$ cat config.mk
export PLATFORM = sky130hd
export DESIGN_NAME = exp_sum_buffer
export DESIGN_NICKNAME = d
export VERILOG_FILES = /design/src/rtl/exp_sum_buffer.sv
export SDC_FILE = /design/constraint.sdc
export NUM_CORES = 1
export LEC_CHECK = 0
export CAP_MARGIN = 20
export CORE_UTILIZATION = 40
export CTS_BUF_LIST = sky130_fd_sc_hd__clkbuf_4 sky130_fd_sc_hd__clkbuf_8 sky130_fd_sc_hd__clkbuf_16
export DETAILED_ROUTE_END_ITERATION = 8
export PLACE_DENSITY = 0.61
export SLEW_MARGIN = 25
export SYNTH_ARGS = -nofsm -noshare
export SYNTH_HDL_FRONTEND = slang
export SYNTH_SLANG_ARGS = --single-unit
$ cat constraint.sdc
create_clock -name clk -period 9.9 [get_ports clk]
set_clock_uncertainty 0.1 [all_clocks]
set_input_delay 0.99 -clock clk [delete_from_list [all_inputs] [get_ports clk]]
set_output_delay 0.99 -clock clk [all_outputs]
set_load 0.01 [all_outputs]
$ cat src/rtl/exp_sum_buffer.sv
// Exponent vector buffer feeding log_divider: stores each numerator while summing them,
// then replays every stored numerator alongside the frozen 64-bit sum.
module exp_sum_buffer #(
  parameter int unsigned DW    = 32,
  parameter int unsigned DEPTH = 16,
  parameter int unsigned AW    = $clog2(DEPTH)
) (
  input  logic          clk,
  input  logic          rst,
  input  logic          in_valid,
  output logic          in_ready,
  input  logic [DW-1:0] in_data,
  input  logic          in_last,
  output logic          out_valid,
  input  logic          out_ready,
  output logic [31:0]   out_sum_hi,
  output logic [31:0]   out_sum_lo,
  output logic [DW-1:0] out_num,
  output logic          out_last,
  output logic [AW:0]   out_count,
  output logic          err_overflow
);

  typedef enum logic {ACCUM, REPLAY} state_t;

  state_t        state;
  state_t        state_next;
  logic [DW-1:0] mem [DEPTH];
  logic [63:0]   sum;
  logic [AW-1:0] wr_ptr;
  logic [AW-1:0] rd_ptr;
  logic [AW:0]   count;

  logic          accept;
  logic          xfer;
  logic          close;
  logic          force_close;
  logic [AW:0]   count_inc;
  logic [63:0]   sum_inc;
  logic [AW:0]   rd_next;

  // Handshake qualifiers and next-value arithmetic
  always_comb begin
    accept      = in_valid && in_ready;
    xfer        = out_valid && out_ready;
    count_inc   = count + (AW+1)'(1);
    sum_inc     = sum + 64'(in_data);
    rd_next     = {1'b0, rd_ptr} + (AW+1)'(1);
    force_close = accept && !in_last && (count_inc == (AW+1)'(DEPTH));
    close       = accept && (in_last || (count_inc == (AW+1)'(DEPTH)));
  end

  always_ff @(posedge clk or posedge rst) begin
    if (rst) state <= ACCUM;
    else     state <= state_next;
  end

  always_comb begin
    state_next = state;
    case (state)
      ACCUM:   if (close)             state_next = REPLAY;
      REPLAY:  if (xfer && out_last)  state_next = ACCUM;
      default:                        state_next = ACCUM;
    endcase
  end

  // Buffer storage has no reset; contents are meaningless until written
  always_ff @(posedge clk) begin
    if (accept) mem[wr_ptr] <= in_data;
  end

  always_ff @(posedge clk or posedge rst) begin
    if (rst) begin
      sum          <= '0;
      wr_ptr       <= '0;
      rd_ptr       <= '0;
      count        <= '0;
      err_overflow <= 1'b0;
      in_ready     <= 1'b1;
      out_valid    <= 1'b0;
      out_last     <= 1'b0;
      out_sum_hi   <= '0;
      out_sum_lo   <= '0;
      out_num      <= '0;
      out_count    <= '0;
    end else begin
      in_ready  <= (state_next == ACCUM);
      out_valid <= (state_next == REPLAY);
      if (state == ACCUM) begin
        if (accept) begin
          sum    <= sum_inc;
          wr_ptr <= wr_ptr + AW'(1);
          count  <= count_inc;
        end
        if (force_close) err_overflow <= 1'b1;
        if (close) begin
          // Entry 0 may be the beat being written this same edge
          rd_ptr     <= '0;
          out_num    <= (wr_ptr == '0) ? in_data : mem[0];
          out_sum_hi <= sum_inc[63:32];
          out_sum_lo <= sum_inc[31:0];
          out_count  <= count_inc;
          out_last   <= (count_inc == (AW+1)'(1));
        end
      end else if (xfer) begin
        if (out_last) begin
          sum      <= '0;
          wr_ptr   <= '0;
          rd_ptr   <= '0;
          count    <= '0;
          out_last <= 1'b0;
        end else begin
          rd_ptr   <= rd_next[AW-1:0];
          out_num  <= mem[rd_next[AW-1:0]];
          out_last <= (rd_next == (count - (AW+1)'(1)));
        end
      end
    end
  end

endmodule

==> results.sh <==
export IMPL_max_cap_viol_count=0
export IMPL_yosysUniqueCellTypes=68
export IMPL_initial_core_util_pct=40.7
export IMPL_antenna_found_initial=5
export IMPL_syn_area_um2=29900
export IMPL_setup_viol=0
export IMPL_wl_per_cell_um=24.1
export IMPL_root_buffer="clkbuf_16"
export IMPL_port_buffers=141
export IMPL_path_max_fanout=48
export IMPL_status="finished, final reports clean"
export IMPL_ioPinCount=142
export IMPL_die_w_um=275
export IMPL_hp_class="register to register"
export IMPL_fin_crit_sh_pct=46.5
export IMPL_synth_seq_area_share_pct=66.6
export IMPL_cp_required_ns=10.27
export IMPL_met3_usage_pct=3.90
export IMPL_period_needed_ns=4.61
export IMPL_slew_violations=0
export IMPL_num_rows=99
export IMPL_firstDrtPassIters=6
export IMPL_critPathLaunchType="register"
export IMPL_finalHoldViolCount=0
export IMPL_drc_errors=0
export IMPL_yosys_warnings=0
export IMPL_p_per_area_nw_per_um2=281
export IMPL_area_growth_pct=16.7
export IMPL_cts_tree="yes"
export IMPL_synth_cells=2058
export IMPL_use_met1_pct=29.2
export IMPL_drtIter0Drc=1522
export IMPL_synth_main_ff_cell="edfxtp_1"
export IMPL_tightestPinTransition_ns=1.08
export IMPL_totalWireLength_um=77300
export IMPL_fmax_mhz=217
export IMPL_power_leakage_nw=12.4
export IMPL_grt_total_usage_pct=20.8
export IMPL_path_clk_slew_ns=0.06
export IMPL_end_kind="register"
export IMPL_grt_ovfl_total=0
export IMPL_crit_type="register to register"
export IMPL_nets=2262
export IMPL_antenna_left=0
export IMPL_vias=18400
export IMPL_grt_busiest_layer="met2"
export IMPL_syn_area_per_cell_um2=14.5
export IMPL_gp_routability_congestion=0.847
export IMPL_syn_nets=2137
export IMPL_synth_edf_count=512
export IMPL_ctsHoldBuffers=0
export IMPL_via_per_inst=5.74
export IMPL_clock_latency_ns=0.63
export IMPL_p_total_mw=9.82
export IMPL_setup_tns_ns=0
export IMPL_irDropWorstVdd_v=0.000207
export IMPL_cts_resized=0
export IMPL_grt_setup_unrepaired="false"
export IMPL_worstPathArrival_ns=4.98
export IMPL_clk_path_buf_depth=3
export IMPL_slew_headroom_pct=27.9
export IMPL_postCtsSetupBuffers=0
export IMPL_dpl_hpwl_um=43200
export IMPL_dieHeight_um=275
export IMPL_grt_pass1_wl_um=117000
export IMPL_drive_above_1_share_pct=15.2
export IMPL_die_area_um2=75900
export IMPL_use_met2_pct=32.8
export IMPL_coreArea_um2=73500
export IMPL_ys_seq_elements=694
export IMPL_htree_num_levels=3
export IMPL_clock_sinks=694
export IMPL_numCtsBuffers=74
export IMPL_async_reset_ff_share_pct=26.2
export IMPL_grt_pass1_vias=18400
export IMPL_fin_util_pct=47.5
export IMPL_grt_max_degree=117
logic make-up after synthesis:
kind of cell	count (synthesis)	share of synthesized area (%)
AOI/OAI and AO/OA	421	8.96
xor gates and xnor gates	67	1.96
adders and majority gates	42	1.78
buffers and inverters	161	2.15
DFF	694	66.6
muxes	169	11.0
and+or+nand+nor	504	7.51
sequential cells by signal, indices dropped and copies added (netlist names):
| register | count |
|---|---|
| rd_ptr | 4 |
| count | 5 |
| mem | 512 |
| out_sum_lo | 32 |
| out_valid | 1 |
| sum | 64 |
| out_num | 32 |
| out_sum_hi | 32 |
| err_overflow | 1 |
| in_ready | 1 |
| wr_ptr | 4 |
| out_last | 1 |
| out_count | 5 |
report_power, final:
group | switching [mW] | internal [mW]
Combinational | 1.87 | 1.49
Sequential | 0.258 | 3.46
Clock | 1.16 | 1.58
Total | 3.29 | 6.53
path summary, 6_finish.rpt:
check | startpoint | endpoint | slack [ns] | cells past startpoint
worst max-delay path | rd_ptr[0] | out_num[28] | 5.29 | 8
worst min-delay path | out_num[17] | out_num[17] | 0.38 | 2
min in group asynchronous | rst | out_sum_hi[24] | 0.86 | 2
worst min register to register | out_num[17] | out_num[17] | 0.38 | 2
max in group asynchronous | rst | out_num[15] | 7.55 | 3
worst max register to register | rd_ptr[0] | out_num[28] | 5.29 | 8
area by class of cell:
class,count,area [um^2]
inverter,32,128
tap,959,1200
sequential,694,19900
timing repair buffer,178,1690
clock inverter,42,365
fill,6296,38500
multi-input combinational,1203,9560
antenna,1,2.50
clock buffer,94,2050
cell usage in the layout, fill, tap and decap left out, drive strengths merged, types with 5 or more instances in the layout:
cell type / n
a211oi: 35
a21o: 24
a21oi: 87
a22o: 33
a31oi: 65
a41oi: 5
and2: 37
and3: 16
buf: 37
clkbuf: 94
clkdlybuf4s50: 141
clkinv: 30
dfrtp: 181
edfxtp: 512
ha: 41
inv: 37
mux2: 6
mux2i: 35
mux4: 128
nand2: 271
nand3: 31
nand4: 13
nor2: 82
nor3: 18
nor3b: 8
o211ai: 6
o21ai: 128
o21bai: 6
o31ai: 8
or3: 12
xnor2: 45
xor2: 22
cell usage after synthesis (5+ instances only):
library cell	n	area share [%]
buf_2	22	0.37
dfrtp_1	181	15
o21ai_0	124	2.1
o211ai_1	6	0.15
or3_1	12	0.25
o31ai_1	8	0.20
nor2_1	82	1.0
a21oi_1	86	1.4
buf_1	13	0.16
and2_1	35	0.73
nor3b_1	8	0.20
edfxtp_1	512	51
o21bai_1	6	0.15
a22o_1	33	0.97
nand3_1	31	0.52
inv_1	32	0.40
nand4_1	13	0.27
and3_1	16	0.33
a31oi_1	65	1.4
xnor2_1	45	1.3
a21o_1	24	0.60
ha_1	41	1.7
a211oi_1	33	0.83
clkbuf_1	91	1.1
nand2_1	271	3.4
a41oi_1	5	0.15
mux2i_1	35	1.2
mux2_2	6	0.23
xor2_1	22	0.64
mux4_2	128	9.6
nor3_1	18	0.30
worst max-delay path, cell delays in order, from the launching register on:
cell      delay, ns
dfrtp_4        0.98
buf_4          0.81
buf_4          0.85
mux4_2         0.59
and2_1         0.17
a211oi_1       0.25
a31oi_1        0.07
a21oi_1        0.43
o21ai_0        0.14
routing by layer:
layer / wire length, um / vias to the layer above / share of wire, %
met3: 5070 / 115 / 6.6
met1: 34100 / 9533 / 44
met2: 36300 / 600 / 47
met5: 54 / - / 0.070
met4: 1770 / 8 / 2.3
li1: - / 8122 / -
stage by stage:
step	setup slack [ns]	instances	cell area (um^2)	hold slack (ns)
global placement	5.04	3066	32500	0.364
finish	5.29	3203	34900	0.378
CTS	5.14	3202	34900	0.386
global route	4.89	3202	34900	0.408
detailed placement	4.99	3066	32500	0.365
floorplan	3.87	2058	29900	0.353
Power figures use the tool's default switching activity.
